===== config.mk =====
export PLATFORM = sky130hd
export DESIGN_NAME = lc3_operand_fetch
export DESIGN_NICKNAME = d
export VERILOG_FILES = /design/src/rtl/lc3_operand_fetch.sv
export SDC_FILE = /design/constraint.sdc
export NUM_CORES = 1
export LEC_CHECK = 0
export ABC_AREA = 1
export BUFFER_PORTS_ARGS = -buffer_cell sky130_fd_sc_hd__buf_2
export CAP_MARGIN = 10
export CORE_UTILIZATION = 52
export DETAILED_ROUTE_END_ITERATION = 16
export PLACE_DENSITY = 0.86
export SLEW_MARGIN = 20
export SYNTH_ARGS = -nofsm -noshare
export SYNTH_HDL_FRONTEND = slang
export SYNTH_SLANG_ARGS = --single-unit

===== constraint.sdc =====
create_clock -name clk_i -period 5.6 [get_ports clk_i]
set_input_delay 0.84 -clock clk_i [delete_from_list [all_inputs] [get_ports clk_i]]
set_output_delay 0.84 -clock clk_i [all_outputs]
set_load 0.03 [all_outputs]

===== src/rtl/lc3_operand_fetch.sv =====
`default_nettype none
// ============================================================================
// Module   : lc3_operand_fetch
// Purpose  : LC-3 register-read / issue stage. Decodes the source and
//            destination fields of a fetched instruction, drives the register
//            file read selects, bypasses same-cycle writeback data, stalls on
//            RAW/WAW hazards tracked by a per-register pending scoreboard and
//            registers the operands into one valid/ready output stage.
// Ports    :
//   clk_i          clock, all state on rising edge
//   rst_ni         synchronous active-low reset
//   in_valid_i     IR/PC valid from fetch
//   in_ready_o     stage can accept IR/PC this cycle
//   ir_i, pc_i     instruction word and (incremented) PC
//   sr1_o, sr2_o   register file read selects (combinational from ir_i)
//   sr1out_i,
//   sr2out_i       register file read data
//   wb_en_i,
//   wb_dr_i,
//   wb_data_i      writeback strobe / destination / data
//   out_valid_o    issued instruction valid
//   out_ready_i    execute accepts
//   out_opcode_o   ir[15:12] of the issued instruction
//   out_a_o,
//   out_b_o        operands A and B
//   out_dr_o       destination register
//   out_wen_o      issued instruction writes out_dr_o
//   out_pc_o       registered pc
// Revision : 1.0 - initial release
// ============================================================================
module lc3_operand_fetch #(
    parameter int WIDTH   = 16,
    parameter bit FORWARD = 1'b1
) (
    input  logic             clk_i,
    input  logic             rst_ni,
    input  logic             in_valid_i,
    output logic             in_ready_o,
    input  logic [WIDTH-1:0] ir_i,
    input  logic [WIDTH-1:0] pc_i,
    output logic [2:0]       sr1_o,
    output logic [2:0]       sr2_o,
    input  logic [WIDTH-1:0] sr1out_i,
    input  logic [WIDTH-1:0] sr2out_i,
    input  logic             wb_en_i,
    input  logic [2:0]       wb_dr_i,
    input  logic [WIDTH-1:0] wb_data_i,
    output logic             out_valid_o,
    input  logic             out_ready_i,
    output logic [3:0]       out_opcode_o,
    output logic [WIDTH-1:0] out_a_o,
    output logic [WIDTH-1:0] out_b_o,
    output logic [2:0]       out_dr_o,
    output logic             out_wen_o,
    output logic [WIDTH-1:0] out_pc_o
);

    localparam logic [3:0] c_OP_ADD = 4'b0001;
    localparam logic [3:0] c_OP_AND = 4'b0101;
    localparam logic [3:0] c_OP_NOT = 4'b1001;
    localparam logic [3:0] c_OP_LD  = 4'b0010;
    localparam logic [3:0] c_OP_LDR = 4'b0110;
    localparam logic [3:0] c_OP_LDI = 4'b1010;
    localparam logic [3:0] c_OP_LEA = 4'b1110;
    localparam logic [3:0] c_OP_ST  = 4'b0011;
    localparam logic [3:0] c_OP_STI = 4'b1011;
    localparam logic [3:0] c_OP_STR = 4'b0111;
    localparam logic [3:0] c_OP_JMP = 4'b1100;

    // ------------------------------------------------------------------
    // Decode
    // ------------------------------------------------------------------
    logic [3:0]       w_op;
    logic [2:0]       w_dr;
    logic             w_is_store;
    logic             w_is_alu;
    logic             w_imm_mode;
    logic             w_use_a;
    logic             w_use_b;
    logic             w_writes;
    logic [WIDTH-1:0] w_imm;

    assign w_op       = ir_i[15:12];
    assign w_dr       = ir_i[11:9];
    assign w_is_store = (w_op == c_OP_ST) || (w_op == c_OP_STI) || (w_op == c_OP_STR);
    assign w_is_alu   = (w_op == c_OP_ADD) || (w_op == c_OP_AND);
    assign w_imm_mode = w_is_alu && ir_i[5];
    assign w_use_a    = w_is_alu || (w_op == c_OP_NOT) || (w_op == c_OP_LDR) ||
                        (w_op == c_OP_STR) || (w_op == c_OP_JMP);
    assign w_use_b    = (w_is_alu && !ir_i[5]) || w_is_store;
    assign w_writes   = w_is_alu || (w_op == c_OP_NOT) || (w_op == c_OP_LD) ||
                        (w_op == c_OP_LDR) || (w_op == c_OP_LDI) || (w_op == c_OP_LEA);
    assign w_imm      = {{(WIDTH-5){ir_i[4]}}, ir_i[4:0]};

    // Stores read the data register through port B so port A stays free
    // for the base register.
    assign sr1_o = ir_i[8:6];
    assign sr2_o = w_is_store ? ir_i[11:9] : ir_i[2:0];

    // ------------------------------------------------------------------
    // Writeback bypass and hazard detection
    // ------------------------------------------------------------------
    logic [7:0]       pending_q;
    logic [7:0]       pending_d;
    logic             w_clr_s1;
    logic             w_clr_s2;
    logic             w_clr_dr;
    logic             w_blk_a;
    logic             w_blk_b;
    logic             w_hazard;
    logic             w_issue;
    logic [WIDTH-1:0] w_src_a;
    logic [WIDTH-1:0] w_src_b;

    assign w_clr_s1 = wb_en_i && (wb_dr_i == sr1_o);
    assign w_clr_s2 = wb_en_i && (wb_dr_i == sr2_o);
    assign w_clr_dr = wb_en_i && (wb_dr_i == w_dr);

    // With bypass, a pending source being written this cycle is safe to
    // take from the bus. Without bypass, any source being written this
    // cycle must wait until the register file holds the new value.
    assign w_blk_a = FORWARD ? (pending_q[sr1_o] && !w_clr_s1)
                             : (pending_q[sr1_o] || w_clr_s1);
    assign w_blk_b = FORWARD ? (pending_q[sr2_o] && !w_clr_s2)
                             : (pending_q[sr2_o] || w_clr_s2);

    assign w_hazard = (w_use_a && w_blk_a) || (w_use_b && w_blk_b) ||
                      (w_writes && pending_q[w_dr] && !w_clr_dr);

    assign w_src_a = (FORWARD && w_clr_s1) ? wb_data_i : sr1out_i;
    assign w_src_b = w_imm_mode            ? w_imm     :
                     (FORWARD && w_clr_s2) ? wb_data_i : sr2out_i;

    // Held low during reset so nothing is taken from fetch while the
    // stage is being cleared.
    assign in_ready_o = rst_ni && (!out_valid_o || out_ready_i) && !w_hazard;
    assign w_issue    = in_valid_i && in_ready_o;

    // ------------------------------------------------------------------
    // Scoreboard: a set on issue overrides a clear from writeback.
    // ------------------------------------------------------------------
    always_comb begin
        pending_d = pending_q;
        if (wb_en_i) begin
            pending_d[wb_dr_i] = 1'b0;
        end
        if (w_issue && w_writes) begin
            pending_d[w_dr] = 1'b1;
        end
    end

    always_ff @(posedge clk_i) begin
        if (!rst_ni) begin
            pending_q <= 8'h00;
        end else begin
            pending_q <= pending_d;
        end
    end

    // ------------------------------------------------------------------
    // Output stage
    // ------------------------------------------------------------------
    logic             out_valid_q;
    logic [3:0]       out_opcode_q;
    logic [WIDTH-1:0] out_a_q;
    logic [WIDTH-1:0] out_b_q;
    logic [2:0]       out_dr_q;
    logic             out_wen_q;
    logic [WIDTH-1:0] out_pc_q;

    always_ff @(posedge clk_i) begin
        if (!rst_ni) begin
            out_valid_q  <= 1'b0;
            out_opcode_q <= 4'h0;
            out_a_q      <= '0;
            out_b_q      <= '0;
            out_dr_q     <= 3'd0;
            out_wen_q    <= 1'b0;
            out_pc_q     <= '0;
        end else if (w_issue) begin
            out_valid_q  <= 1'b1;
            out_opcode_q <= w_op;
            out_a_q      <= w_src_a;
            out_b_q      <= w_src_b;
            out_dr_q     <= w_dr;
            out_wen_q    <= w_writes;
            out_pc_q     <= pc_i;
        end else if (out_ready_i) begin
            out_valid_q  <= 1'b0;
        end
    end

    assign out_valid_o  = out_valid_q;
    assign out_opcode_o = out_opcode_q;
    assign out_a_o      = out_a_q;
    assign out_b_o      = out_b_q;
    assign out_dr_o     = out_dr_q;
    assign out_wen_o    = out_wen_q;
    assign out_pc_o     = out_pc_q;

endmodule
`default_nettype wire


==> results of run 1 <==
-- cells in the mapped netlist --
master,count,area (um2)
buf_1,1,3.750
inv_1,51,191.4
o22ai_1,1,6.260
nand2_4,4,45.04
nor2_8,1,20.02
a21oi_1,56,280.3
buf_2,16,80.08
dfxtp_1,65,1301
clkbuf_1,18,67.56
nand3_1,76,380.4
nor2_2,2,12.51
nand2_1,129,484.2
mux2_2,10,112.6
o21ai_0,49,245.2
clkinv_2,1,5.000
nand2_2,4,25.02
nand3_2,1,10.01
xnor2_1,1,8.760
buf_4,3,22.52
nor2_1,46,172.7
nor3_1,8,40.04
nor2_4,2,22.52
inv_2,1,3.750
buf_6,2,22.52
nand4_1,10,62.56
-- critical path: cells and delay by family --
kind	cells	cell delay [ns]
buffers and inverters	3	0.61
and+or+nand+nor	5	1.56
AOI/OAI and AO/OA	1	0.14
-- area by class of cell --
cell class	count	area, um2
fill	601	2256
clock inverter	7	83.83
timing repair buffer	152	763.2
clock buffer	9	123.9
tap	80	100.1
sequential	65	1301
inverter	53	200.2
multi-input combinational	400	1928
-- layer usage --
layer | up-vias | GRT usage | part of all wire
met1 | 1871 | 0.4232 | 0.43
met4 | 0 | 0.1197 | 0.026
met2 | 237 | 0.4604 | 0.45
met5 | - | 0 | 0
li1 | 2059 | - | -
met3 | 28 | 0.05486 | 0.094
-- power groups by stage --
stage                     Sequential, mW  Combinational, mW  Clock [mW]
after floorplan                    0.564              0.156           0
after detailed placement           0.513              0.294           0
after global routing               0.505              0.326       0.450
after global placement             0.511              0.291           0
final                              0.502              0.298       0.423
after CTS                          0.502              0.296       0.427
-- registers in the layout, summed over array words and instances, names as in the netlist --
signal        cells
out_dr_o          3
out_pc_o         16
out_wen_o         1
out_b_o          16
out_opcode_o      4
pending_q         8
out_valid_o       1
out_a_o          16
-- logic make-up (layout without fill, tap and decap cells) --
| group | Yosys count | in the layout | synth area share |
|---|---|---|---|
| simple gates | 283 | 283 | 0.3516 |
| compound gates | 106 | 106 | 0.1467 |
| buf+inv | 93 | 221 | 0.1094 |
| flops | 65 | 65 | 0.3589 |
| mux | 10 | 10 | 0.03106 |
| xor+xnor | 1 | 1 | 0.002416 |
-- metrics by stage --
step / cell area (um2) / worst slack, ns / hold WS (ns) / util / std cells
6_report: 4501 / 1.594 / 0.4598 / 0.6661 / 766
4_1_cts: 4501 / 1.625 / 0.4625 / 0.6661 / 766
3_5_place_dp: 4293 / 1.632 / 0.4513 / 0.6354 / 750
5_1_grt: 4501 / 1.328 / 0.4795 / 0.6661 / 766
2_1_floorplan: 3626 / 2.528 / 0.4676 / - / 558
3_3_place_gp: 4293 / 1.673 / 0.4452 / 0.6354 / 750
-- worst max-delay path by stage --
stage / to / slack [ns] / cells past startpoint
floorplan: in_ready_o / 2.53 / 13
global placement: in_ready_o / 1.67 / 9
detailed placement: in_ready_o / 1.63 / 9
CTS: in_ready_o / 1.63 / 9
global route: in_ready_o / 1.33 / 9
finish: in_ready_o / 1.59 / 9
==> run summary, run 1 <==
The summed negative setup slack over all endpoints is 0 ns. The number of DRC markers after the initial detailed-route iteration came out at 248. The area of the core is 6756 um2. After clock tree synthesis, the flow added hold-fix buffers numbering 0. The highest cell delay on the worst timing path is 0.63 ns. The endpoint of the most critical register-to-register path is out_b_o[14].

The class of the tightest hold or removal check is flop to flop. The number of buffers inserted by port buffering is 151. The number of vias after detailed routing is 4,195. Once detail routing completed, the nets flagged for antenna violations numbered 0. The clock reaches the later pin of the worst-skew pair after ~0.34 ns. The post-route clock period utilization came out at 0.7154. The combinational share of power came out at 0.244. The half-perimeter wire length of the detailed placement result came out at 8019 um.

The worst register-to-register path has a setup slack of 2.81 ns. The top-level I/O count is 152. The endpoint required time on the critical path came out at about 4.8 ns.

Leaving out fill and tap cells, the most frequent cells in the layout are buf_2, nand2_1, nand3_1. CTS saw 65 sinks. The design draws 1.223 mW. The timing startpoint of the critical path is wb_dr_i[2]. Summed over all nets, the switching power comes to between 0.4 and 0.5 mW. The maximum clock frequency is between 0.2 and 0.25 GHz. During synthesis, Yosys emitted a total of 0 warnings. The overall die height is ~86 um. From synthesis to final layout, the design area changed by 24.12%. Walking the worst path, the cells encountered are buf_2 -> inv_1 -> nand2_1 -> a21oi_1 -> nand2_1 -> nand4_1 -> nand3_1 -> nor2_8 -> buf_2.

The startpoint of the lowest-slack hold path is out_pc_o[3]. The largest fanout on the critical path came out at 54. Setup repair after global routing left no endpoint under its margin. For the pin with the worst max-slew slack, the measured transition is 0.9906 ns. The worst-case clock skew is 0.01382 ns. The maximum clock insertion buffer count is 2.

Data on the critical path arrives at its endpoint at 3.17 ns. Leaving out fill and tap cells, the most frequent cell in the layout is buf_2. Summed over all layers, the global routing overflow is 0. The post-CTS setup buffer count came out at 0. The width of the chip is 85.51 um. The worst setup path is captured at an output pin. The number of buffers inserted during clock tree synthesis is 9. The share of synthesized area occupied by flip-flops and latches came out at 0.3589. The global-route wire length before repair is 17,570 um. The worst hold path cell count is 2. The number of distinct standard cells referenced by the synthesized netlist came out at 25. In the synthesized netlist, the number of instances is 558.

Counting cells, the worst reg-to-reg path comes to 10. The maximum number of pins on one net before global-route repair came out at 70. The initial standard-cell utilization of the core is 0.5367. The routability congestion estimate is 1.042. Row generation in the floorplan step produced 30 rows. The root buffer cell chosen for the clock tree is clkbuf_8. The number of endpoints with negative hold slack in the final report came to 0. In the final routed layout, each cell accounts on average for 14.41 um. The worst relative slew slack came out at 0.3396. In the routed design, unresolved DRC markers number 0. The total leakage power came out at 2.235 nW. The number of register bits inferred by synthesis is 65. The flow ran to the end, and the final reports show no timing, DRC or antenna violations. In this run the power density over the cells is approximately 270 nW/um2. The proportion of layout cells with a drive suffix above 1 is 0.2828.

The reported max-cap violation count is 0. TritonCTS built the clock tree. The max-slew violation count was 0. The number of global-route vias before repair is between 3,000 and 4,000.

The total number of nets in the final design came out at 769. The overall global routing resource usage came out at 0.3016. The wire length reported by the detailed router came out at 11,040 um. The critical path start-end classification is input pin to output pin. The share of total power dissipated in the clock network is 0.346.

The die outline area came out at 7311 um2. The number of detailed-routing iterations run before antenna repair is 5. Clock-pin slew was measured on the worst setup and hold paths at 0.08 ns. The area of the mapped netlist is 3626 um2. Using the TritonRoute via totals, the vias-per-cell ratio works out to 5.477. The worst path in the final design needs a cycle of 4.006 ns, including I/O delays and setup. The sequential share of power is 0.411. The initial antenna violation count is 0. The fraction of power spent switching nets came out at 0.3483. The worst voltage drop across the vdd grid came out at approximately 0.18 mV. Internal power comes to 0.7971 mW.

The synthesized area per cell is roughly 6.5 um2. The startpoint type of the worst setup path is an input pin. Synthesis produced a netlist with a net count of 646. The number of diodes added for antenna fixing is 0. The total of cells resized after clock tree synthesis came out at 0. The reg-to-reg critical path startpoint is pending_q[3]. The worst-path cell with the longest stage delay is nor2_8. Setup violations remaining at the end of the flow were counted as 0. The level count of the clock H-tree came out at 3. The hold path endpoint is out_pc_o[3].
Power figures use the tool's default switching activity.
==> run 2, diff against run 1 <==
--- a/config.mk
+++ b/config.mk
@@ -5,12 +5,12 @@
 export SDC_FILE = /design/constraint.sdc
 export NUM_CORES = 1
 export LEC_CHECK = 0
-export ABC_AREA = 1
+export ABC_AREA = 0
 export BUFFER_PORTS_ARGS = -buffer_cell sky130_fd_sc_hd__buf_2
 export CAP_MARGIN = 10
-export CORE_UTILIZATION = 52
+export CORE_UTILIZATION = 48
 export DETAILED_ROUTE_END_ITERATION = 16
-export PLACE_DENSITY = 0.86
+export PLACE_DENSITY = 0.8
 export SLEW_MARGIN = 20
 export SYNTH_ARGS = -nofsm -noshare
 export SYNTH_HDL_FRONTEND = slang
==> constraint.sdc (replaced) <==
create_clock -name clk_i -period 3.9 [get_ports clk_i]
set_input_delay 0.585 -clock clk_i [delete_from_list [all_inputs] [get_ports clk_i]]
set_output_delay 0.585 -clock clk_i [all_outputs]
set_load 0.03 [all_outputs]
==> run 2 against run 1 <==
Against the previous run:
- area after synthesis fell by 2.0%
- final area rose by 0.44%
- non-clock buffer count rose by 6
- count of clock-buffer cells in the layout did not move
- routed wire length fell by 15%
- final cell count fell by 18%
- clock skew fell by 0.0040 ns
- critical path type unchanged
- highest routed layer unchanged
==> run summary, run 2 <==
The path class of the tightest hold or removal check is flop to flop. The maximum clock frequency came out at 0.3100 GHz. Pin placement for this block handled approximately 150 I/O pins.

The maximum clock insertion buffer count came out at 2. The clock group share of total power is 0.319. The maximum number of pins on one net before global-route repair came out at between 50 and 60. The run finished with clean final reports.

The max-slew violation count is 0. The proportion of netlist area held by the largest area contributor came out at 0.3661. TritonCTS created 9 clock buffers. Setup repair after global routing left no endpoint under its margin.

The final route contains between 3,000 and 4,000 vias. The root buffer cell is clkbuf_8. The total leakage power is 2.643 nW. In the global route stage, overall resource usage came out at 0.2452. Data arrives at the worst endpoint at 2.64 ns. The area added between synthesis and finish is 27.17%. The synthesized area per cell is 9.354 um2. The initial antenna violation count came out at 0. Ranked by total cell area, the synthesized netlist is headed by dfxtp_1, mux2i_1, nand2_1, inv_1, a21o_1. For this run, the number of Yosys warnings is 0. The post-synth net total is 468.

The level count of the clock H-tree came out at 3. The sum of overflow across all layers after global routing is 0. The most used standard cell by instance count after synthesis is mux2i_1.

The clock transition time at the flip-flop clock pins of the worst setup and hold paths is 0.07 ns. The half-perimeter wire length of the detailed placement result came out at 6905 um. The share of total power dissipated in combinational logic is 0.261. The area of the core came out at 7214 um2. The commonest cells after synthesis are mux2i_1, nand2_1, dfxtp_1. The number of buffers inserted by port buffering came out at 151.

The largest fanout on the critical path is 14. The initial standard-cell utilization of the core is 0.4927. The routability congestion estimate is 0.9542.

The routed length per instance came out at ~15 um. The overall die height is 88.06 um. The final non-filler cell total is roughly 630. The number of distinct standard cells referenced by the synthesized netlist is 43. The die outline area came out at between 7000 and 8000 um2.

The number of register bits inferred by synthesis is 65. Setup violations remaining at the end of the flow were counted as 0. The standard-cell row count is 31. The worst voltage drop across the vdd grid came out at 0.1895 mV. The width of the chip came out at 88.06 um. For the pin with the worst max-slew slack, the measured transition is 0.9197 ns. The number of global-route vias before repair came out at 3,114. The number of DRC markers after the initial detailed-route iteration came out at ~170. In this run the cell area of the synthesized design comes to about 3600 um2.

Using the TritonRoute via totals, the vias-per-cell ratio works out to 5.326. The number of placed cells counting well taps is 610. The number of endpoints with negative hold slack in the final report came out at 0. Counting flops with a built-in enable in the synthesized netlist gives 0.

The share of the Yosys chip area taken by registers is 0.3661. The clock network latency to the later pin of the worst-skew pair came out at 0.34 ns. The post-CTS setup buffer count came out at 0. The worst-case clock skew came out at 0.009776 ns. The placed instances occupy a cell area of 4325 um2. The post-synthesis cell type with the largest combined area is dfxtp_1.

The time the final worst path needs with I/O delays and setup came out at 3.226 ns. In the finished design, the share of the clock period the worst path needs comes to 0.8272. The power spent charging and discharging nets is 0.6013 mW. The utilization after layout is 0.6266. After synthesis, the share of flip-flops with an asynchronous set or reset is 0. After the last flow step, the layout net total stands at 610. The number of sinks driven by the clock tree came out at 65. The wire length reported by the detailed router came out at 9436 um.

The number of diodes added for antenna fixing is 0. For the worst setup path, the data required time is 3.31 ns. The remaining antenna violation count after routing came out at 0. The sequential share of power came out at 0.420. The fraction of power spent switching nets came out at 0.3356.

The internal power of the cells totals 1.190 mW. For this design, the CTS-stage hold fixing added 0 buffers. The summed negative setup slack over all endpoints is 0 ns. TritonCTS built the clock tree. The proportion of layout cells with a drive suffix above 1 is 0.3586. The DRC violation count after routing is 0. For this design the ratio of total power to cell area is 396.3 nW/um2. The worst relative slew slack is 0.3846. The total chip power is 1.792 mW. In the layout the commonest cells are buf_2, mux2i_1, nand2_1. Synthesis produced a netlist whose cell count is 380.

The critical path start-end classification is input pin to output pin. The global-route wire length before repair is ~15,000 um. The worst setup path is launched from an input pin.

The library cell used most frequently in the layout, excluding fill and tap cells, is buf_2. Among all flip-flop cells after synthesis, the most frequent one is dfxtp_1. The final instance area came out at 4521 um2. The number of detailed-routing iterations run before antenna repair is 5. The endpoint kind of the worst setup timing path is an output pin.

The total of cells resized after clock tree synthesis came out at 0. The reported max-cap violation count came out at 0.
[run 2: cell types whose count changed in the layout (fill, tap and decap cells not counted), moves of 6 or more]
cell / delta
nor3_1: -8
nor2_1: -42
xnor2_1: +7
nand4_1: -8
o21ai_0: -43
nand2_1: -59
inv_1: -26
nand2b_1: +7
mux2i_1: +89
o41ai_1: +8
a21o_1: +12
a21oi_1: -49
nand3_1: -71
o211ai_1: +6
[run 2: worst paths after layout]
path	slack (ns)	end	cells after the start	from
hold reg to reg	0.46	out_pc_o[15]	2	out_pc_o[15]
setup reg to reg	1.35	pending_q[4]	7	pending_q[0]
setup / recovery	0.67	in_ready_o	8	ir_i[13]
hold / removal	0.46	out_pc_o[15]	2	out_pc_o[15]
[run 2: cell families (layout without fill, tap and decap cells)]
family,count (synthesis),in the layout,share of synthesized area
and+or+nand+nor,96,96,0.1193
DFF,65,65,0.3661
AOI/OAI and AO/OA,62,62,0.1299
xor gates and xnor gates,8,8,0.01971
muxes,97,97,0.2851
buffers and inverters,52,199,0.07990
[run 2: per-stage QoR]
stage / hold WS, ns / setup slack (ns)
CTS: 0.4576 / 0.7052
global placement: 0.4409 / 0.8334
finish: 0.4602 / 0.6739
global route: 0.4623 / 0.4663
detailed placement: 0.4488 / 0.7252
floorplan: 0.4879 / 0.8200
[run 2: power groups by stage]
| stage | Combinational, mW | Clock [mW] | Sequential [mW] |
|---|---|---|---|
| global route | 0.506 | 0.615 | 0.759 |
| CTS | 0.469 | 0.580 | 0.752 |
| global placement | 0.461 | 0 | 0.763 |
| detailed placement | 0.467 | 0 | 0.766 |
| floorplan | 0.208 | 0 | 0.879 |
| finish | 0.468 | 0.572 | 0.752 |
[run 2: worst max-delay path: stages]
cell	delay [ns]
buf_2	0.14
a21boi_1	0.24
nand2_1	0.31
o21ai_2	0.38
mux2i_1	0.31
a221oi_2	0.13
a31oi_1	0.28
buf_2	0.26
[run 2: layout make-up]
| type | instances | area, um2 |
|---|---|---|
| repair buffers | 158 | 833.3 |
| well taps | 99 | 123.9 |
| flip-flops and latches | 65 | 1301 |
| multi-input cells | 263 | 1973 |
| fillers | 652 | 2694 |
| clock inverters | 7 | 71.32 |
| clock buffers | 9 | 123.9 |
| inverters | 25 | 93.84 |
[run 2: metal layers]
| metal | vias to the layer above | GRT usage | wire length (um) | share of wire |
|---|---|---|---|---|
| met5 | - | 0 | 0 | 0 |
| met4 | 0 | 0.1144 | 201 | 0.021 |
| met3 | 20 | 0.05844 | 772 | 0.082 |
| met2 | 156 | 0.4087 | 4451 | 0.47 |
| met1 | 1545 | 0.2992 | 4011 | 0.43 |
| li1 | 1613 | - | - | - |
